**src/rtl/crack_arbiter.sv**
```systemverilog
// Downstream controller for two ARC4 crack cores: starts both on interleaved keys,
// claims the first core that reports a printable plaintext and routes its copy-out.
module crack_arbiter #(
  parameter int GUARD_CYCLES = 4,
  parameter int PT_AW        = 8
) (
  input  logic               clk,
  input  logic               rst_n,
  input  logic               en,
  output logic               rdy,
  output logic [23:0]        key,
  output logic               key_valid,
  output logic [1:0]         core_en,
  output logic [55:0]        core_init_key,
  input  logic [1:0]         core_rdy,
  input  logic [47:0]        core_key,
  input  logic [1:0]         core_key_valid,
  input  logic [1:0]         core_checked,
  output logic [1:0]         core_resume,
  output logic               found,
  output logic [1:0]         core_mem_en,
  input  logic [1:0]         core_wren,
  input  logic [2*PT_AW-1:0] core_addr,
  input  logic [15:0]        core_wrdata,
  output logic [PT_AW-1:0]   pt_addr,
  output logic [7:0]         pt_wrdata,
  output logic               pt_wren,
  output logic [2:0]         dbg_state
);

  // Handshake: en is a start request, taken only on a cycle where rdy is high
  // and both cores report rdy; any other en is dropped, never queued.
  typedef enum logic [2:0] {
    IDLE   = 3'd0,
    START  = 3'd1,
    SEARCH = 3'd2,
    GRANT  = 3'd3,
    COPY   = 3'd4
  } state_t;

  localparam int GW = (GUARD_CYCLES < 1) ? 1 : $clog2(GUARD_CYCLES + 1);

  state_t        state, state_nxt;
  logic          win;
  logic          found_q;
  logic [GW-1:0] guard;
  logic [1:0]    gcnt;
  logic [1:0]    hit;
  logic [1:0]    win_mask;
  logic          accept;

  assign hit           = core_checked & core_key_valid;
  assign win_mask      = win ? 2'b10 : 2'b01;
  assign accept        = en & (&core_rdy);
  assign found         = found_q;
  assign core_init_key = {28'h1, 28'h0};
  assign dbg_state     = state;

  always_ff @(posedge clk or negedge rst_n) begin
    if (!rst_n) state <= IDLE;
    else        state <= state_nxt;
  end

  always_comb begin
    state_nxt   = state;
    rdy         = 1'b0;
    core_en     = 2'b00;
    core_resume = 2'b00;
    core_mem_en = 2'b00;
    pt_wren     = 1'b0;
    pt_addr     = '0;
    pt_wrdata   = 8'h00;
    case (state)
      IDLE: begin
        rdy = 1'b1;
        // Lets cores stalled by the previous search finish their found-check.
        core_resume = {2{found_q}} & ~core_key_valid;
        if (accept) state_nxt = START;
      end
      START: begin
        core_en   = 2'b11;
        state_nxt = SEARCH;
      end
      SEARCH: begin
        core_resume = ~{2{|hit}};
        if (|hit)                                state_nxt = GRANT;
        else if ((guard == '0) && (&core_rdy))   state_nxt = IDLE;
      end
      GRANT: begin
        core_resume = win_mask;
        core_mem_en = win_mask;
        if (gcnt == 2'd2) state_nxt = COPY;
      end
      COPY: begin
        core_resume = win_mask;
        core_mem_en = win_mask;
        pt_wren     = core_wren[win];
        pt_addr     = win ? core_addr[2*PT_AW-1:PT_AW] : core_addr[PT_AW-1:0];
        pt_wrdata   = win ? core_wrdata[15:8] : core_wrdata[7:0];
        if (core_rdy[win]) state_nxt = IDLE;
      end
      default: state_nxt = IDLE;
    endcase
  end

  always_ff @(posedge clk or negedge rst_n) begin
    if (!rst_n) begin
      win       <= 1'b0;
      found_q   <= 1'b0;
      key       <= 24'h0;
      key_valid <= 1'b0;
      guard     <= '0;
      gcnt      <= 2'd0;
    end else begin
      case (state)
        IDLE: begin
          if (accept) begin
            key_valid <= 1'b0;
            found_q   <= 1'b0;
          end
        end
        START: guard <= GW'(GUARD_CYCLES);
        SEARCH: begin
          gcnt <= 2'd0;
          if (guard != '0) guard <= guard - 1'b1;
          // Lowest hitting index wins, so core 0 takes a tie.
          if (|hit) begin
            win     <= ~hit[0];
            key     <= hit[0] ? core_key[23:0] : core_key[47:24];
            found_q <= 1'b1;
          end
        end
        GRANT: gcnt <= gcnt + 2'd1;
        COPY: begin
          if (core_rdy[win]) key_valid <= 1'b1;
        end
        default: ;
      endcase
    end
  end

endmodule

```
**config.mk**
```make
export PLATFORM = sky130hd
export DESIGN_NAME = crack_arbiter
export DESIGN_NICKNAME = d
export VERILOG_FILES = /design/src/rtl/crack_arbiter.sv
export SDC_FILE = /design/constraint.sdc
export NUM_CORES = 1
export LEC_CHECK = 0
export CORE_ASPECT_RATIO = 0.7
export CORE_MARGIN = 4
export CORE_UTILIZATION = 40
export DETAILED_ROUTE_END_ITERATION = 16
export DONT_BUFFER_PORTS = 1
export GPL_ROUTABILITY_DRIVEN = 0
export HOLD_SLACK_MARGIN = 0.03
export SYNTH_ARGS = -nofsm -noshare
export SYNTH_HDL_FRONTEND = slang
export SYNTH_SLANG_ARGS = --single-unit
```
**constraint.sdc**
```tcl
create_clock -name clk -period 1.38 [get_ports clk]
set_input_delay 0.138 -clock clk [delete_from_list [all_inputs] [get_ports clk]]
set_output_delay 0.138 -clock clk [all_outputs]
set_load 0.1 [all_outputs]
```
==> results by stage, run 1 <==
Timing:
- The worst path uses 140% of the clock period.
- The worst path setup slack after routing is -545 ps.
- Between clock sinks in the finished design, the worst skew comes to 9.61 ps.
- The final count of hold timing violations is 0.
- Derived from the worst setup path, the maximum achievable clock frequency is 519 MHz.
- Setup repair after global routing could not meet its margin everywhere.
- The relative slew slack is 52.6%.
- The shortest period the worst path allows is 1930 ps.
- The final-layout setup total negative slack is -18550 ps.
- The slew at the pin with the worst max-slew slack is 711 ps.
- On the final layout, the worst hold slack is 56.6 ps.
- Setup violations remaining at the end of the flow were counted as 54.
- The max-slew violation total from the final report is 0.

Placement:
- The HPWL after detailed placement is 5110 µm.
- The placed instance count is 396.
- Port buffering added 0 buffers.

Worst setup path:
- The critical setup path kind is flip-flop to output port.
- The data arrival at the endpoint of the critical path is 1790 ps.
- STA classifies the critical path startpoint as a flip-flop.
- The data required time of the worst path is 1240 ps.
- The longest individual stage delay on the worst path is 480 ps.
- The endpoint kind of the worst setup timing path is an output port.
- The largest fanout of any net on the critical path is 6.
- The slowest stage of the critical path belongs to the cell sky130_fd_sc_hd__dfrtp_4.
- Together, buffers and inverters on the worst path number 1.
- The kind of cell adding the most delay to the critical path is simple AND/OR/NAND/NOR gates.
- The signal on the critical path passes through or3b_4 -> a21oi_4 -> nand3b_1 -> buf_12.

Layout:
- Summing all multi-input logic gate instances after layout gives 0.00180 mm².
- The register cell area after layout is 887 µm².
- The number of diodes is 0.
- The share of final-layout standard cells stronger than drive strength 1 is 49.6%.
- The end-of-flow core utilization is 70.4%.
- The filler cells instantiated in the layout total 431.
- The most common cell after layout, fill and taps aside is sky130_fd_sc_hd__conb_1.
- The area growth from synthesis to layout is 66.8%.
- In the layout the commonest cells are 56 x sky130_fd_sc_hd__conb_1, 43 x sky130_fd_sc_hd__mux2i_1, 35 x sky130_fd_sc_hd__buf_12, 35 x sky130_fd_sc_hd__buf_4, 32 x sky130_fd_sc_hd__dfrtp_1.
- For this run, the post-layout net count is 440.
- The finished layout holds 422 standard cells, fillers aside.

Global route:
- The largest net degree at the start of global routing is 36.
- The initial antenna violation count came to 0.
- The via count of the first global-routing pass is 2090.
- The first-pass GRT wire length is 10800 µm.
- The overall global routing resource usage is 18.6%.
- Global routing finished with a remaining overflow of 0.

Synthesis:
- The sequential element share of the synthesized area is 35.3%.
- In this run, synthesis produced a sequential element count of 35.
- The predominant post-synthesis flop cell is sky130_fd_sc_hd__dfrtp_1.
- After synthesis, the share of flip-flops with an asynchronous set or reset is 100%.
- The number of library cell types mapped by synthesis is 36.
- The number of flops mapped to enable cells by yosys is 0.
- The area of the mapped netlist is 0.00248 mm².
- Counting every instance in the synthesized netlist gives 269.
- The per-instance average area after synthesis is 9.22 µm².
- During synthesis, Yosys emitted a total of 0 warnings.

Die:
- The die span in y is 73.9 µm.
- 200 I/O pins were placed.
- The floorplan core area is 0.00587 mm².
- In this run the core area contains 23 standard-cell rows.
- The initial core utilization is 42.2%.
- From left edge to right edge, the die measures 102 µm.
- The die covers 0.00754 mm².

Clock network:
- The register clock-pin slew on the reported worst setup and hold paths is 70 ps.
- TritonCTS created 5 clock buffers.
- The sink count of the clock tree is 35.
- The clock latency on the worst-skew pair is 280 ps.
- The TritonCTS clock tree is built.
- Counting along the longest clock path gives a buffer depth of 2.
- The number of H-tree levels is 2.
- The tree is rooted in a sky130_fd_sc_hd__clkbuf_8.

Hold path:
- The tightest min-delay check is of the input pin to flip-flop type.

Detailed routing:
- The number of vias after detailed routing is 2119.
- The per-cell via count in the routed design is 5.02.
- In this run, the number of DRC markers left after iteration 0 of detailed routing was 117.
- The DRC violations left is 0.
- The routed length per placed instance is 17.6 µm.
- The count of TritonRoute iterations in the first routing pass is 4.
- The total wirelength of the detailed-routed design is 7420 µm.
- The count of nets left with antenna violations after detail routing is 0.

Flow run:
- The tool flagged a number of max-cap violations equal to 0.

Outcome:
- The run finished, with violations left.
- The checks that failed: negative setup slack.
[flip-flops by register name, summed over array words and instances, names as in the netlist]
register / flops
win: 1
guard: 3
key: 24
key_valid: 1
gcnt: 2
found: 1
dbg_state: 3
[worst paths after layout]
path	startpoint	endpoint	slack, ps	cells after the start
max in group asynchronous	rst_n	dbg_state[2]	840	2
max	dbg_state[0]	core_resume[0]	-550	4
max reg2reg	dbg_state[2]	key[6]	-330	9
min	core_rdy[0]	key_valid	60	2
min in group asynchronous	rst_n	key[6]	330	2
min reg2reg	guard[0]	guard[0]	480	1
[worst register-to-register path, stage by stage, from the launching register on]
cell and delay, ps:
sky130_fd_sc_hd__dfrtp_4 510, sky130_fd_sc_hd__buf_6 130, sky130_fd_sc_hd__buf_6 110, sky130_fd_sc_hd__nor3b_4 200
sky130_fd_sc_hd__buf_6 140, sky130_fd_sc_hd__buf_8 110, sky130_fd_sc_hd__buf_12 110, sky130_fd_sc_hd__buf_16 140
sky130_fd_sc_hd__a21oi_4 60, sky130_fd_sc_hd__a21oi_2 130
[repair_timing]
item	4_1_cts	5_1_grt
endpoints found under the setup margin	55	57
gates cloned	5	0
hold buffers	2	0
pin swaps	12	5
setup buffers	9	5
resized for setup	74	27
hold endpoints to repair	35	0
[per-stage QoR]
step | instance area, µm² | worst slack (ps)
floorplan | 2940 | -1500
global placement | 3330 | -226
detailed placement | 3330 | -251
CTS | 3970 | -527
global route | 4140 | -609
finish | 4140 | -545
[cell families (layout without fill, tap and decap cells)]
| kind of cell | after synthesis | count (layout) | share of synthesized area [%] |
|---|---|---|---|
| other cells | 2 | 56 | 0.303 |
| buf+inv | 79 | 103 | 21.7 |
| fa+ha+maj | 3 | 3 | 1.51 |
| mux | 44 | 44 | 17.8 |
| compound gates | 59 | 59 | 13.3 |
| simple gates | 47 | 47 | 10.0 |
| flops | 35 | 35 | 35.3 |
[cell usage after synthesis (2+ instances only)]
cell	n	area share, %
sky130_fd_sc_hd__conb_1	2	0.30
sky130_fd_sc_hd__buf_2	8	1.6
sky130_fd_sc_hd__dfrtp_1	35	35
sky130_fd_sc_hd__nor2_1	20	3.0
sky130_fd_sc_hd__nand2_1	7	1.1
sky130_fd_sc_hd__inv_1	6	0.91
sky130_fd_sc_hd__ha_1	3	1.5
sky130_fd_sc_hd__nand2b_1	2	0.50
sky130_fd_sc_hd__buf_6	2	0.91
sky130_fd_sc_hd__a21oi_1	48	9.7
sky130_fd_sc_hd__a21boi_0	2	0.61
sky130_fd_sc_hd__nor4_1	2	0.50
sky130_fd_sc_hd__buf_4	58	18
sky130_fd_sc_hd__clkbuf_1	4	0.61
sky130_fd_sc_hd__nand4_1	2	0.50
sky130_fd_sc_hd__nand3b_1	6	1.8
sky130_fd_sc_hd__mux2i_1	43	17
[layout make-up]
cell class	instances	share of cell area [%]
clock inverters	1	0.121
repair buffers	89	30.1
well taps	75	2.27
multi-input cells	209	43.6
clock buffers	7	1.85
inverters	6	0.635
flip-flops and latches	35	21.5
[routing by layer]
| metal | GRT usage [%] | up-vias | wire length (µm) |
|---|---|---|---|
| met5 | 0 | - | 0 |
| met3 | 4.36 | 4 | 648 |
| met4 | 2.18 | 0 | 32 |
| li1 | - | 974 | - |
| met2 | 31.3 | 117 | 3890 |
| met1 | 25.2 | 1024 | 2850 |
Power of run 1 is left out: the tool's default activity adds up to more than one toggle a clock period on the data nets, which glitch-free logic cannot reach.
==> inputs of run 2 (changes only) <==
--- a/config.mk
+++ b/config.mk
@@ -8,4 +8,5 @@
 export CORE_ASPECT_RATIO = 0.7
-export CORE_MARGIN = 4
+export CORE_MARGIN = 3
 export CORE_UTILIZATION = 40
+export CTS_CLUSTER_SIZE = 20
 export DETAILED_ROUTE_END_ITERATION = 16
--- a/constraint.sdc
+++ b/constraint.sdc
@@ -3,2 +3,2 @@
 set_output_delay 0.138 -clock clk [all_outputs]
-set_load 0.1 [all_outputs]
+set_load 0.01 [all_outputs]
==> run 2 against run 1 <==
Fmax grew 16%. Die area is 4.6% lower. Critical endpoint is now core_resume[1]. Design area is 25% lower. Via count fell by 9.7%. Hold slack improved by 5.3 ps. Clock-buffer cell count fell by 1. Final cell count decreased by 11%. Sequential share of layout area is 6.8 points higher. Worst setup slack improved by 260 ps. The run still ends with negative setup slack left.
==> results by stage, run 2 (synthesized netlist as in run 1, its figures left out) <==
Global route:
- The initial antenna violation count was 0 (unchanged).
- The overall global routing resource usage is 15.6% (was 18.6%).
- The via count of the first global-routing pass was 1771 (was 2090).
- The largest net degree at the start of global routing is 36 (unchanged).
- The peak-usage layer in the global routing report was met2 (unchanged).
- The routing usage on met2 is 26.4% (was 31.3%).
- The global routing met3 resource utilization is 4.47% (was 4.36%).
- The met1 usage is 20.2% (was 25.2%).
- The overflow left after global routing came to 0 (unchanged).
- The first-pass GRT wire length is 8990 µm (was 10800 µm).

Hold path:
- The startpoint of the tightest hold check path is core_rdy[0] (unchanged).
- The cell depth of the worst min-delay path came to 2 (unchanged).
- The path category of the worst min-delay check is input pin to flip-flop (unchanged).

Worst setup path:
- The data arrival at the endpoint of the critical path is 1530 ps (was 1790 ps).
- The critical setup path kind is flip-flop to output port (unchanged).
- The largest fanout of any net on the critical path was 5 (was 6).
- The cell with the largest stage delay on the worst path was sky130_fd_sc_hd__or3b_4 (was sky130_fd_sc_hd__dfrtp_4).
- The element type at the critical path start is a flip-flop (unchanged).
- The longest individual stage delay on the worst path is 470 ps (was 480 ps).
- The endpoint kind of the worst setup timing path was an output port (unchanged).
- The timing startpoint of the critical path is dbg_state[0] (unchanged).
- The start of the worst register-to-register path is dbg_state[0] (was dbg_state[2]).
- The data required time of the worst path is 1240 ps (about the same).
- Series of cell instances along the critical path: or3b_4 -> a21boi_2 -> nand3b_1 (was or3b_4 -> a21oi_4 -> nand3b_1 -> buf_12).
- The number of cells on the worst reg-to-reg path was 5 (was 9).

Clock network:
- The TritonCTS clock tree is built (unchanged).
- The number of H-tree levels was 2 (unchanged).
- The register clock-pin slew on the reported worst setup and hold paths is 70 ps (about the same).
- The sink count of the clock tree is 35 (unchanged).
- The clock tree root driver cell was sky130_fd_sc_hd__clkbuf_8 (unchanged).
- The clock latency on the worst-skew pair came to 270 ps (was 280 ps).
- The total CTS buffers came to 5 (unchanged).
- The number of buffers on the longest clock path came to 2 (unchanged).

Detailed routing:
- The number of vias after detailed routing is 1914 (was 2119).
- The total wirelength of the detailed-routed design is 6460 µm (was 7420 µm).
- The routed length per placed instance is 17.2 µm (was 17.6 µm).
- The per-cell via count in the routed design is 5.10 (was 5.02).
- The count of TritonRoute iterations in the first routing pass is 4 (unchanged).
- The count of nets left with antenna violations after detail routing was 0 (unchanged).
- The DRC violations left is 0 (unchanged).
- The initial detailed-routing violation count is 92 (was 117).

Layout:
- The share of final-layout standard cells stronger than drive strength 1 is 33.0% (was 49.6%).
- The most common cell after layout, fill and taps aside is sky130_fd_sc_hd__conb_1 (unchanged).
- The final net count is 394 (was 440).
- The number of flip-flops in the largest register is 24 (unchanged).
- The number of diodes is 0 (unchanged).
- Highest-count cells in the layout ignoring fill and taps: 56 x sky130_fd_sc_hd__conb_1, 43 x sky130_fd_sc_hd__mux2i_1, 32 x sky130_fd_sc_hd__dfrtp_1 (was 56 x sky130_fd_sc_hd__conb_1, 43 x sky130_fd_sc_hd__mux2i_1, 35 x sky130_fd_sc_hd__buf_12, 35 x sky130_fd_sc_hd__buf_4, 32 x sky130_fd_sc_hd__dfrtp_1).
- The filler-free cell count of the finished design is 375 (was 422).
- The layout-stage area growth over the synthesis result was 25.6% (was 66.8%).
- The largest register by flop count is key (unchanged).

Power:
- In this run the power density over the cells is 1980 mW/mm².
- For this design the static power due to leakage is 1.48 nW.
- Across the VDD grid, the largest voltage drop is 646 µV.

Die:
- The die outline width is 100 µm (was 102 µm).
- The area enclosed by the die boundary was 0.00720 mm² (was 0.00754 mm²).
- The floorplan core area is 0.00587 mm² (unchanged).
- The number of standard-cell rows in the floorplan is 23 (unchanged).
- The die span in y is 71.9 µm (was 73.9 µm).
- The I/O pin total came to 200 (unchanged).
- The initial core utilization is 42.2% (unchanged).

Timing:
- The max-slew violation total from the final report came to 0 (unchanged).
- The shortest period the worst path allows is 1660 ps (was 1930 ps).
- The number of endpoints failing setup at the final stage is 54 (unchanged).
- The worst-case clock skew was 3.30 ps (was 9.61 ps).
- The fmax was 601 MHz (was 519 MHz).
- The worst path setup slack after routing came to -283 ps (was -545 ps).
- The share of the clock period used by the worst path is 121% (was 140%).
- RSZ-0062 raised after global routing: true (unchanged).
- The final count of hold timing violations is 0 (unchanged).
- The final-layout setup total negative slack is -8070 ps (was -18550 ps).

Placement:
- The count of input and output buffers is 0 (unchanged).
- The HPWL after detailed placement was 4500 µm (was 5110 µm).
- The placed instance count is 349 (was 396).

Outcome:
- Result of the run: finished, violations left (unchanged).
- Violated checks: negative setup slack (unchanged).

Flow run:
- The max-cap violation count is 0 (unchanged).
-- run 2: metrics by stage --
step | cell area (µm²) | hold WS [ps] | worst slack (ps) | util, % | power [mW]
3_5_place_dp | 2640 | -157 | -54.3 | 45.0 | 4.56
2_1_floorplan | 2880 | -158 | -123 | - | 4.01
5_1_grt | 3110 | 70.3 | -351 | 53.0 | 6.56
3_3_place_gp | 2640 | -157 | -38.6 | 45.0 | 4.49
4_1_cts | 2970 | 53.2 | -288 | 50.7 | 5.67
6_report | 3110 | 61.8 | -283 | 53.0 | 6.16
-- run 2: final cells by class --
cell class                 instances  area [µm²]
fill                             519        2760
multi-input combinational        209        1510
sequential                        35         880
timing repair buffer              43         517
tap                               75        93.8
clock buffer                       6        82.6
inverter                           6        27.5
clock inverter                     1        5.00
-- run 2: layer usage --
| layer | routed length [µm] | vias to the layer above |
|---|---|---|
| met2 | 3050 | 104 |
| li1 | - | 881 |
| met4 | 36 | 0 |
| met5 | 0 | - |
| met3 | 616 | 4 |
| met1 | 2760 | 925 |
-- run 2: worst paths after layout --
path | to | slack [ps]
worst max-delay path | core_resume[1] | -280
worst min-delay path | key_valid | 60
min in group asynchronous | key[2] | 330
max in group asynchronous | dbg_state[1] | 850
worst min register to register | guard[0] | 480
worst max register to register | guard[2] | -130
-- run 2: report_power, final --
group	switching [mW]	internal, mW	total (mW)	leakage (nW)
registers	0.549	1.52	2.07	0.391
logic	1.66	1.70	3.35	1.05
clock network	0.345	0.391	0.736	0.0470
total	2.55	3.60	6.16	1.48
-- run 2: timing repair --
action,4_1_cts,5_1_grt
hold buffers,2,0
hold endpoints to repair,35,0
buffers inserted,10,5
setup endpoints to repair,25,56
cloned,1,5
pin swaps,9,7
resized for setup,31,10
-- run 2: critical path, delay by kind of cell (launching register included) --
family             cells  cell delay [ps]
AOI/OAI and AO/OA      1              170
DFF                    1              440
and+or+nand+nor        2              650
Power figures use the tool's default switching activity.
==> inputs of run 3 (changes only) <==
Settings changed: CORE_UTILIZATION 40 to 30, DONT_BUFFER_PORTS 1 to unset, PLACE_DENSITY set to 0.78.
==> run 3 against run 2 <==
Sequential share of layout area fell by 10 points. Largest power group unchanged. Via count rose by 26%. The flow still finishes with violations (negative setup slack). Largest cell class is now buffers. First-iteration DRC count fell by 24%. Total power rose by 34%. Critical path type unchanged.
==> results by stage, run 3 (synthesized netlist as in run 1, its figures left out) <==
Outcome:
- Result of the run: finished, violations left (unchanged).
- Violated checks: negative setup slack (unchanged).

Layout:
- The final net count is 538 (was 394).
- The end-of-flow core utilization is 62.2% (was 53.0%).
- Highest-count cells in the layout ignoring fill and taps: 103 x sky130_fd_sc_hd__clkdlybuf4s50_1, 56 x sky130_fd_sc_hd__conb_1, 43 x sky130_fd_sc_hd__mux2i_1 (was 56 x sky130_fd_sc_hd__conb_1, 43 x sky130_fd_sc_hd__mux2i_1, 32 x sky130_fd_sc_hd__dfrtp_1).
- The layout-stage area growth over the synthesis result is 99.0% (was 25.6%).
- The share of final-layout standard cells stronger than drive strength 1 is 33.3% (was 33.0%).
- The count of fill cells added during filler insertion was 613 (was 519).
- The number of flip-flops in the largest register was 24 (unchanged).
- The number of diodes was 0 (unchanged).
- The largest register by flop count is key (unchanged).
- The final instance area is 0.00493 mm² (was 0.00311 mm²).
- The most common cell after layout, fill and taps aside was sky130_fd_sc_hd__clkdlybuf4s50_1 (was sky130_fd_sc_hd__conb_1).

Worst setup path:
- The worst reg-to-reg setup slack is -320 ps (was -130 ps).
- The data required time of the worst path is 1240 ps (about the same).
- The total buffers and inverters traversed by the critical path came to 2 (was 0).
- Series of cell instances along the critical path: or3b_4 -> buf_12 -> a21oi_4 -> nand3b_1 -> buf_2 (was or3b_4 -> a21boi_2 -> nand3b_1).
- The reg-to-reg critical path endpoint is guard[2] (unchanged).
- The element type at the critical path start is a flip-flop (unchanged).
- The critical setup path kind is flip-flop to output port (unchanged).
- The cell with the largest stage delay on the worst path is sky130_fd_sc_hd__or3b_4 (unchanged).
- The kind of cell adding the most delay to the critical path is simple AND/OR/NAND/NOR gates (unchanged).
- The number of cells on the worst reg-to-reg path was 8 (was 5).
- The longest individual stage delay on the worst path was 430 ps (was 470 ps).
- The largest fanout of any net on the critical path is 4 (was 5).
- The endpoint kind of the worst setup timing path is an output port (unchanged).
- The data arrival at the endpoint of the critical path is 1640 ps (was 1530 ps).
- The start of the worst register-to-register path is dbg_state[2] (was dbg_state[0]).

Timing:
- The worst-case clock skew is 3.27 ps (was 3.30 ps).
- The fmax is 562 MHz (was 601 MHz).
- The shortest period the worst path allows is 1780 ps (was 1660 ps).
- The number of endpoints failing setup at the final stage is 54 (unchanged).
- The worst path setup slack after routing came to -399 ps (was -283 ps).
- The max-slew violation total from the final report is 0 (unchanged).
- The share of the clock period used by the worst path is 129% (was 121%).
- The final count of hold timing violations is 0 (unchanged).
- RSZ-0062 raised after global routing: true (unchanged).

Global route:
- The initial antenna violation count is 0 (unchanged).
- The largest net degree at the start of global routing came to 27 (was 36).
- The overall global routing resource usage came to 15.7% (was 15.6%).
- The first-pass GRT wire length is 11600 µm (was 8990 µm).
- The via count of the first global-routing pass is 2335 (was 1771).
- The overflow left after global routing is 0 (unchanged).

Die:
- The die span in y came to 82.1 µm (was 71.9 µm).
- The I/O pin total is 200 (unchanged).
- The number of standard-cell rows in the floorplan is 27 (was 23).
- The area enclosed by the die boundary was 0.00941 mm² (was 0.00720 mm²).
- The floorplan core area was 0.00794 mm² (was 0.00587 mm²).
- The die outline width is 115 µm (was 100 µm).
- The initial core utilization is 31.2% (was 42.2%).

Flow run:
- The max-cap violation count is 0 (unchanged).

Hold path:
- The path category of the worst min-delay check is input pin to asynchronous set/reset pin (was input pin to flip-flop).

Detailed routing:
- The total wirelength of the detailed-routed design was 8600 µm (was 6460 µm).
- The initial detailed-routing violation count came to 70 (was 92).
- The number of vias after detailed routing is 2409 (was 1914).
- The count of nets left with antenna violations after detail routing is 0 (unchanged).
- The count of TritonRoute iterations in the first routing pass is 4 (unchanged).
- The DRC violations left is 0 (unchanged).
- The per-cell via count in the routed design was 4.41 (was 5.10).
- The routed length per placed instance is 15.8 µm (was 17.2 µm).

Placement:
- The count of input and output buffers is 143 (was 0).
- The HPWL after detailed placement is 6040 µm (was 4500 µm).
- The area after detailed placement came to 0.00411 mm² (was 0.00264 mm²).

Power:
- The power per unit of standard cell area is 1670 mW/mm² (was 1980 mW/mm²).
- The peak supply drop is 983 µV (was 646 µV).
- The static leakage is 2.30 nW (was 1.48 nW).

Clock network:
- The number of buffers on the longest clock path came to 2 (unchanged).
- The clock tree root driver cell is sky130_fd_sc_hd__clkbuf_16 (was sky130_fd_sc_hd__clkbuf_8).
- The TritonCTS clock tree is built (unchanged).
- The total CTS buffers is 5 (unchanged).
- The sink count of the clock tree is 35 (unchanged).
- The register clock-pin slew on the reported worst setup and hold paths is 50 ps (was 70 ps).
- The clock latency on the worst-skew pair came to 270 ps (about the same).
- The number of H-tree levels is 2 (unchanged).
run 3: cell count changes in the layout (fill, tap and decap cells not counted), moves of 6 or more:
cell                              previous run  this run
sky130_fd_sc_hd__clkbuf_16                   3         9
sky130_fd_sc_hd__dlymetal6s2s_1              0        11
sky130_fd_sc_hd__clkdlybuf4s50_1             0       103
sky130_fd_sc_hd__clkbuf_8                    6         0
sky130_fd_sc_hd__buf_2                       0         7
sky130_fd_sc_hd__a21oi_1                    29         8
sky130_fd_sc_hd__a21oi_4                     1         8
sky130_fd_sc_hd__buf_6                      15        28
sky130_fd_sc_hd__a21oi_2                    19        33
run 3: stage by stage:
step / worst slack (ps) / power, mW / instances / TNS, ps / hold slack [ps]
2_1_floorplan: -123 / 4.01 / 323 / -2980 / -158
3_3_place_gp: -524 / 5.67 / 518 / -20720 / 117
3_5_place_dp: -577 / 5.77 / 518 / -22060 / 117
4_1_cts: -392 / 7.48 / 536 / -11740 / 385
5_1_grt: -438 / 8.75 / 546 / -17120 / 414
6_report: -399 / 8.23 / 546 / -14500 / 366
run 3: worst register-to-register path, cell delays in order, from the launching register on:
cell                       delay [ps]
sky130_fd_sc_hd__dfrtp_1          380
sky130_fd_sc_hd__buf_6            130
sky130_fd_sc_hd__buf_6            110
sky130_fd_sc_hd__buf_6            110
sky130_fd_sc_hd__nor3b_4          250
sky130_fd_sc_hd__buf_4            160
sky130_fd_sc_hd__buf_6            100
sky130_fd_sc_hd__a21boi_2          50
sky130_fd_sc_hd__a311o_1          270
run 3: timing repair:
item                       CTS  global route
resized for setup          137            70
gates cloned                 4             4
pin swaps                   11            16
setup endpoints to repair   58            57
hold buffers                 1             0
hold endpoints to repair    17             0
buffers inserted             5             7
run 3: final cells by class:
type | instances | area (µm²) | share of cell area, %
Multi-Input combinational cell | 209 | 1650 | 33.5
Clock buffer | 5 | 125 | 2.54
Timing Repair Buffer | 187 | 2080 | 42.2
Clock inverter | 3 | 43.8 | 0.887
Tap cell | 101 | 126 | 2.56
Inverter | 6 | 25.0 | 0.507
Sequential cell | 35 | 878 | 17.8
run 3: power breakdown:
group | internal [mW] | switching, mW | leakage [nW]
Clock | 0.850 | 0.407 | 0.0838
Sequential | 1.52 | 0.358 | 0.393
Combinational | 2.79 | 2.31 | 1.82
Total | 5.16 | 3.08 | 2.30
run 3: routing by layer:
layer | track usage (%) | vias up | wire length, µm
li1 | - | 1167 | -
met1 | 19.6 | 1132 | 3380
met2 | 25.5 | 102 | 4430
met3 | 6.26 | 8 | 716
met4 | 4.03 | 0 | 74
met5 | 0 | - | 0
run 3: worst max path at each step:
stage                       from        endpoint  depth (start not counted)
2_1_floorplan       dbg_state[2]  core_resume[0]                          5
3_3_place_gp   core_key_valid[0]  core_resume[0]                          5
3_5_place_dp   core_key_valid[0]  core_resume[0]                          5
4_1_cts             dbg_state[1]    pt_wrdata[7]                          5
5_1_grt             dbg_state[1]  core_resume[0]                          5
6_report            dbg_state[1]  core_resume[0]                          5
